<file path="src/rtl/lock_countdown_3to0.sv">
// Lock-out countdown timer: counts START_VALUE down to 0, one step every STEP_CYCLES clocks,
// shows the remaining count as a thermometer code on four LEDs and raises rst_all at zero.
module lock_countdown_3to0 #(
  parameter int unsigned START_VALUE = 3,
  parameter int unsigned STEP_CYCLES = 1
) (
  input  logic       clk,
  input  logic       rst,      // synchronous, active-low
  output logic [3:0] led,
  output logic       rst_all
);

  localparam int unsigned PrescW = $clog2(STEP_CYCLES) + 1;
  localparam logic [PrescW-1:0] PrescMax = PrescW'(STEP_CYCLES - 1);
  localparam logic [2:0] StartCount = 3'(START_VALUE);
  localparam logic [3:0] StartLed = 4'((1 << START_VALUE) - 1);

  // Elaboration-time parameter range checks
  if (START_VALUE < 1 || START_VALUE > 4) begin : g_bad_start
    $error("lock_countdown_3to0: START_VALUE must be in 1..4");
  end
  if (STEP_CYCLES < 1) begin : g_bad_step
    $error("lock_countdown_3to0: STEP_CYCLES must be >= 1");
  end

  typedef enum logic {StCounting, StExpired} state_e;

  state_e              state_q, state_d;
  logic [2:0]          count_q, count_d;
  logic [PrescW-1:0]   presc_q, presc_d;
  logic [3:0]          led_q, led_d;
  logic                rst_all_q, rst_all_d;

  // Next-state: prescale, decrement, and freeze everything once expired
  always_comb begin
    state_d = state_q;
    count_d = count_q;
    presc_d = presc_q;
    unique case (state_q)
      StCounting: begin
        if (presc_q == PrescMax) begin
          presc_d = '0;
          count_d = count_q - 3'd1;
          if (count_q == 3'd1) begin
            state_d = StExpired;
          end
        end else begin
          presc_d = presc_q + 1'b1;
        end
      end
      StExpired: ;
      default: state_d = StExpired;
    endcase
    // Outputs are registered copies of the next count/state so they line up with the update edge
    for (int unsigned i = 0; i < 4; i++) begin
      led_d[i] = (3'(i) < count_d);
    end
    rst_all_d = (state_d == StExpired);
  end

  // State register with synchronous active-low reset taking priority
  always_ff @(posedge clk) begin
    if (!rst) begin
      state_q   <= StCounting;
      count_q   <= StartCount;
      presc_q   <= '0;
      led_q     <= StartLed;
      rst_all_q <= 1'b0;
    end else begin
      state_q   <= state_d;
      count_q   <= count_d;
      presc_q   <= presc_d;
      led_q     <= led_d;
      rst_all_q <= rst_all_d;
    end
  end

  assign led     = led_q;
  assign rst_all = rst_all_q;

endmodule

</file>
<file path="config.mk">
export PLATFORM = sky130hd
export DESIGN_NAME = lock_countdown_3to0
export DESIGN_NICKNAME = d
export VERILOG_FILES = /design/src/rtl/lock_countdown_3to0.sv
export SDC_FILE = /design/constraint.sdc
export NUM_CORES = 1
export LEC_CHECK = 0
export CAP_MARGIN = 0
export CORE_AREA = 5 5 42 44
export DETAILED_ROUTE_END_ITERATION = 16
export DIE_AREA = 0 0 47 49
export DONT_BUFFER_PORTS = 1
export PLACE_DENSITY_LB_ADDON = 0.3
export SETUP_SLACK_MARGIN = 0.2
export SLEW_MARGIN = 20
export SYNTH_ARGS = -nofsm -noshare
export SYNTH_HDL_FRONTEND = slang
export SYNTH_SLANG_ARGS = --single-unit
</file>
<file path="constraint.sdc">
create_clock -name clk -period 2.7 [get_ports clk]
set_clock_uncertainty 0.15 [all_clocks]
set_input_delay 0.405 -clock clk [delete_from_list [all_inputs] [get_ports clk]]
set_output_delay 0.405 -clock clk [all_outputs]
set_load 0.03 [all_outputs]
</file>
==> results of run 1 <==
==> logic make-up (layout without fill, tap and decap cells) <==
logic type,count (synthesis),count (layout),synth area share
AO/OA/AOI/OAI,4,4,0.0880
flip-flops,7,7,0.448
buffers and inverters,3,6,0.0480
XOR/XNOR,3,3,0.0840
adder cells (fa/ha/maj),2,2,0.0800
AND/OR/NAND/NOR,12,12,0.252
==> per-stage QoR <==
step | util | hold WS (ns)
after floorplan | - | 0.317
after CTS | 0.251 | 0.0611
after detailed placement | 0.232 | 0.322
after global routing | 0.251 | 0.0611
final | 0.251 | 0.0701
after global placement | 0.232 | 0.319
==> per-layer routing <==
metal / up-vias / track usage / part of all wire
met4: 0 / 0.0276 / 0
met5: - / 0 / 0
met3: 0 / 0.0443 / 0.094
met2: 8 / 0.0611 / 0.43
met1: 102 / 0.0725 / 0.47
li1: 108 / - / -
==> final timing paths <==
| path | slack (ns) | to |
|---|---|---|
| setup / recovery | 1.18 | led[0] |
| hold / removal | 0.07 | count_q[0] |
| setup reg to reg | 1.18 | led[0] |
| hold reg to reg | 0.41 | led[0] |
==> flip-flops by register name (all words and copies together), names as in the netlist <==
name,cells
count_q,3
rst_all,1
led,3
==> layout by cell type, fill, tap and decap left out, drive strengths merged, types with 2 or more instances in the layout <==
cell type	n
clkbuf	4
xnor2	2
dfxtp	7
inv	2
ha	2
nor2b	5
==> where the power goes <==
part / internal (W) / switching, W / total (W) / leakage [nW]
Sequential: 0.000143 / 0.0000987 / 0.000242 / 0.0579
Clock: 0.0000562 / 0.0000355 / 0.0000917 / 0.0150
Combinational: 0.0000613 / 0.0000437 / 0.000105 / 0.0752
==> final cells by class <==
cell class / count / area [um^2] / share of cell area
Clock buffer: 4 / 26.3 / 0.0747
Inverter: 2 / 7.51 / 0.0214
Multi-Input combinational cell: 21 / 158 / 0.448
Sequential cell: 7 / 140 / 0.399
Tap cell: 16 / 20.0 / 0.0569
==> results.json, run 1 <==
{
  "vias": 218,
  "ant_nets": 0,
  "io_buffer_count": 0,
  "setup_viol": 0,
  "path_clk_slew_ns": 0.05,
  "cts_sinks": 7,
  "tightest_slew_ns": 0.545,
  "r2r-start": "count_q[0]",
  "ys_warn_count": 0,
  "numCtsBuffers": 3,
  "antenna_cells": 0,
  "hold_start": "rst",
  "synth_cell_types": 18,
  "drtIter0Drc": 6,
  "hpwl_um": 380,
  "dp.cells": 46,
  "leakage_nw": 0.148,
  "ys.flop_type": "dfxtp_1",
  "critPathRequiredTime_ns": 2.73,
  "htreeDepth": 1,
  "r2r_cells": 5,
  "core_um2": 1400,
  "fin_area_um2": 352,
  "num-fill-cells": 157,
  "grt_max_degree": 10,
  "rsz0062_at_grt": "false",
  "hold_viol": 0,
  "hp-class": "input port to flip-flop",
  "synth_fp_nets": 35,
  "cp-end-kind": "flip-flop",
  "clock_latency_ns": 0.25,
  "grt_pass1_vias": 207,
  "cts_tree": "done",
  "grt_pass1_wl_um": 862,
  "cts-hold-fix-buffers": 0,
  "yosysTopAreaCellShare": 0.448,
  "syn2layout_area_growth_pct": 12.4,
  "die-width_um": 47,
  "fin_total_pwr_w": 0.000439,
  "min_period_ns": 1.52,
  "worst-path-buf-inv": 1,
  "io_pins": 7,
  "wl_per_cell_um": 9.60,
  "rows": 14,
  "crit_path_start": "count_q[0]",
  "clockBufferDepth": 2,
  "maxSlewHeadroom": 0.636,
  "synth_top_cell_by_area": "dfxtp_1",
  "overflow": 0,
  "cp.depth": 5,
  "report.final.slew_viol_count": 0,
  "avgSynthCellArea_um2": 10.1,
  "setup_tns_ns": 0,
  "ir_worst_vdd_mv": 0.431,
  "synthArstFlopShare": 0,
  "crit_fanout": 7,
  "nNetsFinal": 39,
  "slowest_delay_ns": 0.47,
  "holdPathStages": 1,
  "fin_crit_sh": 0.565,
  "wl_um": 480,
  "yosys-top-cells-area": "dfxtp_1 45%, nor2b_1 10%, ha_1 8.0%",
  "path_class": "flip-flop to flip-flop",
  "max_freq_mhz": 656,
  "drive_above_1_share": 0.147,
  "cp_slowest_cell": "dfxtp_1",
  "drc": 0,
  "postCtsSetupRepairBufs": 0,
  "cts_resized": 0,
  "post_drt_via_cell_ratio": 4.36,
  "firstDrtPassIters": 2,
  "crit_chain": "inv_1 -> ha_1 -> nor2b_1 -> and3_4 -> a21oi_2",
  "die_h_um": 49,
  "gp_congestion": 0.684,
  "clk_root_buffer_cell": "clkbuf_4",
  "outcome": "finished clean",
  "syn_area_um2": 313,
  "max_cap_viol_count": 0,
  "postSynthCellCount": 31,
  "synth-edff-count": 0,
  "place_area_um2": 325,
  "instances_no_fill": 50,
  "floorplan.initialDensity": 0.223,
  "grt_use_total": 0.0549,
  "ys_seq_area_frac": 0.448,
  "antenna_found_initial": 0,
  "synth-seq-cells": 7,
  "worstSetupStartpointType": "flip-flop",
  "die_area_um2": 2300,
  "worstPathArrival_ns": 1.56,
  "post-place-ws_ns": 1.17,
  "powerDensity_nw_per_um2": 1250,
  "yosysMostFrequentCell": "dfxtp_1",
  "worst_slack_ns": 1.18,
  "path_delay_family": "flip-flops",
  "yosys-top-cells-count": "7 x dfxtp_1, 5 x nor2b_1, 2 x ha_1, 2 x inv_1, 2 x xnor2_1"
}
Power figures use the tool's default switching activity.
==> run 2, diff against run 1 <==
==> constraint.sdc (replaced) <==
create_clock -name clk -period 1.55 [get_ports clk]
set_clock_uncertainty 0.15 [all_clocks]
set_input_delay 0.2325 -clock clk [delete_from_list [all_inputs] [get_ports clk]]
set_output_delay 0.2325 -clock clk [all_outputs]
set_load 0.03 [all_outputs]
==> results.json, run 2 (synthesized netlist as in run 1, its figures left out) <==
{
  "seqCellArea_um2": 146,
  "numCtsBuffers": 3,
  "cp.depth": 5,
  "nNetsFinal": 44,
  "tightest_slew_ns": 0.292,
  "multi_input_area_um2": 178,
  "setup_tns_ns": 0,
  "hp-class": "input port to flip-flop",
  "ir_worst_vdd_mv": 0.581,
  "max_cap_viol_count": 0,
  "p_switching_w": 0.000361,
  "hpwl_um": 454,
  "syn2layout_area_growth_pct": 33.6,
  "crit_fanout": 2,
  "leakage_nw": 0.175,
  "slowest_delay_ns": 0.33,
  "grt_pass1_wl_mm": 1.12,
  "report.final.slew_viol_count": 0,
  "min_period_ns": 1.29,
  "r2r_cells": 5,
  "holdPathStages": 2,
  "drtIter0Drc": 1,
  "overflow": 0,
  "crit_chain": "inv_1 -> ha_4 -> nor2b_4 -> and3_4 -> a21oi_2",
  "p_comb_frac": 0.391,
  "gp_congestion": 0.692,
  "path_class": "flip-flop to flip-flop",
  "path_clk_slew_ns": 0.06,
  "final_util": 0.298,
  "switching_share": 0.400,
  "io_buffer_count": 0,
  "die_area_um2": 2300,
  "post_drt_via_cell_ratio": 4.47,
  "wl_um": 728,
  "vias": 246,
  "htreeDepth": 1,
  "worstSetupStartpointType": "flip-flop",
  "setup_viol": 0,
  "antenna_cells": 0,
  "io_pins": 7,
  "hold_viol": 0,
  "drc": 0,
  "clkPwrFrac": 0.188,
  "wl_per_cell_um": 13.2,
  "ant_nets": 0,
  "clk_root_buffer_cell": "clkbuf_4",
  "rsz0062_at_grt": "false",
  "clockBufferDepth": 2,
  "worst-path-buf-inv": 1,
  "cts_sinks": 7,
  "powerDensity_nw_per_um2": 2160,
  "core_um2": 1400,
  "max_freq_mhz": 775,
  "cp_slowest_cell": "dfxtp_2",
  "intPower_w": 0.000543,
  "antenna_found_initial": 0,
  "die_h_um": 49,
  "firstDrtPassIters": 2,
  "maxSlewHeadroom": 0.805,
  "seq_power_share": 0.421,
  "drive_above_1_share": 0.359,
  "outcome": "finished clean",
  "fin_crit_sh": 0.833,
  "layout_common_cells": "4 x nor2b_1, 4 x dfxtp_1, 4 x buf_4",
  "num-fill-cells": 158,
  "path_delay_family": "flip-flops",
  "cts_tree": "done",
  "clock_latency_ns": 0.25,
  "grt_use_total": 0.0746,
  "worstPathArrival_ns": 1.29,
  "critPathRequiredTime_ns": 1.55,
  "grt_max_degree": 8,
  "floorplan.initialDensity": 0.223,
  "grt_pass1_vias": 242,
  "die-width_um": 47,
  "rows": 14,
  "cp-end-kind": "flip-flop"
}
==> run 2: changes by cell type in the layout (fill, tap and decap cells not counted), sizes merged <==
cell	before	now
buf	0	4
dlygate4sd3	0	1
==> run 2: layout make-up <==
type / instances / share of cell area
multi-input cells: 21 / 0.425
flip-flops and latches: 7 / 0.350
repair buffers: 5 / 0.0958
clock buffers: 4 / 0.0629
well taps: 16 / 0.0479
inverters: 2 / 0.0180
==> run 2: final timing paths <==
kind               from      to  slack, ns
max          count_q[1]  led[0]       0.26
min                 rst  led[1]       0.07
max reg2reg  count_q[1]  led[0]       0.26
min reg2reg  count_q[0]  led[0]       0.43
==> run 2: routing by layer <==
metal,share of wire,vias up,global-route usage
li1,-,119,-
met1,0.39,117,0.0658
met2,0.50,6,0.118
met3,0.062,4,0.0443
met4,0.041,0,0.0553
met5,0,-,0
==> run 2: stage by stage <==
stage | area, um^2 | std cells | hold slack (ns) | setup WS, ns | total power, W
floorplan | 314 | 31 | 0.144 | 0.201 | 0.000580
global placement | 342 | 48 | 0.148 | 0.166 | 0.000632
detailed placement | 342 | 48 | 0.155 | 0.106 | 0.000647
CTS | 400 | 55 | 0.0699 | 0.202 | 0.000873
global route | 418 | 55 | 0.0737 | 0.209 | 0.000966
finish | 418 | 55 | 0.0742 | 0.259 | 0.000904
==> run 2: power groups by stage <==
stage	logic (W)	registers (W)	clock network, W
floorplan	0.000184	0.000396	0
global placement	0.000242	0.000390	0
detailed placement	0.000256	0.000391	0
CTS	0.000318	0.000376	0.000179
global route	0.000390	0.000387	0.000189
finish	0.000353	0.000381	0.000170
==> run 2: repair_timing <==
action | 4_1_cts | 5_1_grt
hold endpoints to repair | 5 | 0
endpoints found under the setup margin | 4 | 3
buffers inserted | 2 | 0
hold buffers | 1 | 0
gates resized for setup | 4 | 2
==> run 3, diff against run 2 <==
==> constraint.sdc (replaced) <==
create_clock -name clk -period 1.2 [get_ports clk]
set_clock_uncertainty 0.15 [all_clocks]
set_input_delay 0.18 -clock clk [delete_from_list [all_inputs] [get_ports clk]]
set_output_delay 0.18 -clock clk [all_outputs]
set_load 0.03 [all_outputs]
==> results.json, run 3 (synthesized netlist as in run 1, its figures left out) <==
{
  "outcome": "finished, violations left",
  "violations": "setup timing",
  "intPower_w": 0.000842,
  "critPathRequiredTime_ns": 1.19,
  "hpwl_um": 459,
  "grt_pass1_wl_mm": 1.27,
  "cp-end-kind": "flip-flop",
  "htreeDepth": 1,
  "numCtsBuffers": 3,
  "seq_power_share": 0.389,
  "nNetsFinal": 49,
  "firstDrtPassIters": 3,
  "die-width_um": 47,
  "rsz0062_at_grt": "true",
  "final_util": 0.361,
  "post_drt_via_cell_ratio": 4.12,
  "crit_fanout": 3,
  "layout_commonest_cell": "buf_4",
  "fin_crit_sh": 1.04,
  "vias": 247,
  "report.final.slew_viol_count": 0,
  "antenna_cells": 0,
  "floorplan.initialDensity": 0.223,
  "grt_use_total": 0.0788,
  "min_period_ns": 1.25,
  "p_switching_w": 0.000499,
  "path_class": "flip-flop to flip-flop",
  "ir_worst_vdd_mv": 0.829,
  "wl_per_cell_um": 11.7,
  "clock_latency_ns": 0.25,
  "worstPathArrival_ns": 1.24,
  "maxSlewHeadroom": 0.807,
  "grt_max_degree": 7,
  "worstSetupStartpointType": "flip-flop",
  "gp_congestion": 0.706,
  "drive_above_1_share": 0.636,
  "layout_common_cells": "6 x buf_4, 5 x dfxtp_4, 3 x nor2b_1, 3 x clkbuf_4, 3 x buf_6",
  "antenna_found_initial": 0,
  "overflow": 0,
  "worst_slack_ns": -0.0505,
  "syn2layout_area_growth_pct": 61.6,
  "cts_sinks": 7,
  "path_clk_slew_ns": 0.05,
  "clockBufferDepth": 2,
  "max_cap_viol_count": 0,
  "drtIter0Drc": 2,
  "rows": 14,
  "setup_viol": 3,
  "max_freq_mhz": 800,
  "hold_viol": 0,
  "cts_tree": "done",
  "leakage_nw": 0.204,
  "io_buffer_count": 0,
  "powerDensity_nw_per_um2": 2650,
  "grt_pass1_vias": 286,
  "tightest_slew_ns": 0.290,
  "clkPwrFrac": 0.157,
  "wl_um": 699,
  "p_comb_frac": 0.454,
  "post-place-ws_ns": -0.0758,
  "clk_root_buffer_cell": "clkbuf_4",
  "die_area_um2": 2300,
  "die_h_um": 49,
  "ant_nets": 0,
  "io_pins": 7,
  "hp-class": "input port to flip-flop",
  "drc": 0,
  "core_um2": 1400,
  "switching_share": 0.372
}
## run 3: changes by cell type in the layout (fill, tap and decap cells not counted), sizes merged
cell / previous run / this run
buf: 4 / 9
## run 3: final timing paths
path,end,start,depth (start not counted),slack [ns]
setup / recovery,led[0],count_q[0],5,-0.05
hold / removal,led[0],rst,2,0.03
setup reg to reg,led[0],count_q[0],5,-0.05
hold reg to reg,rst_all,rst_all,1,0.39
## run 3: per-layer routing
layer | GRT usage | vias to the layer above | wire length [um] | share of wire
li1 | - | 126 | - | -
met1 | 0.0921 | 110 | 295 | 0.42
met2 | 0.118 | 7 | 365 | 0.52
met3 | 0.0111 | 4 | 15 | 0.021
met4 | 0.0691 | 0 | 23 | 0.033
met5 | 0 | - | 0 | 0
## run 3: worst max-delay path, cell delays in order, from the launching register on
cell and delay, ns:
dfxtp_4 0.35, inv_2 0.04, ha_4 0.25, nor2b_4 0.13, and3_4 0.18, a21oi_2 0.04
## run 3: area by class of cell
type	count	area, um^2
Fill cell	151	896
Multi-Input combinational cell	21	203
Inverter	2	7.51
Tap cell	16	20.0
Sequential cell	7	160
Timing Repair Buffer	10	88.8
Clock buffer	4	26.3
## run 3: what timing repair did
action | 4_1_cts | 5_1_grt
setup buffers | 2 | 1
hold buffers | 1 | 0
hold endpoints to repair | 5 | 0
endpoints found under the setup margin | 12 | 11
cloned | 0 | 0
gates resized for setup | 13 | 3
pin swaps | 2 | 0
## run 3: power by group through the flow
stage,sequential (W),clock [W],combinational [W]
after floorplan,0.000531,0,0.000287
after global placement,0.000505,0,0.000454
after detailed placement,0.000508,0,0.000468
after CTS,0.000519,0.000225,0.000575
after global routing,0.000538,0.000239,0.000671
final,0.000522,0.000211,0.000608
## run 3: metrics by stage
step                      instance area [um^2]  setup TNS, ns  hold slack, ns  cells  total power (W)
after detailed placement                   397         -0.216          0.0982     52         0.000976
after CTS                                  487         -0.130          0.0261     59          0.00132
after global placement                     397         -0.116          0.0939     52         0.000958
final                                      505         -0.121          0.0268     60          0.00134
after global routing                       505         -0.323          0.0254     60          0.00145
after floorplan                            339         -0.120          0.0913     31         0.000818
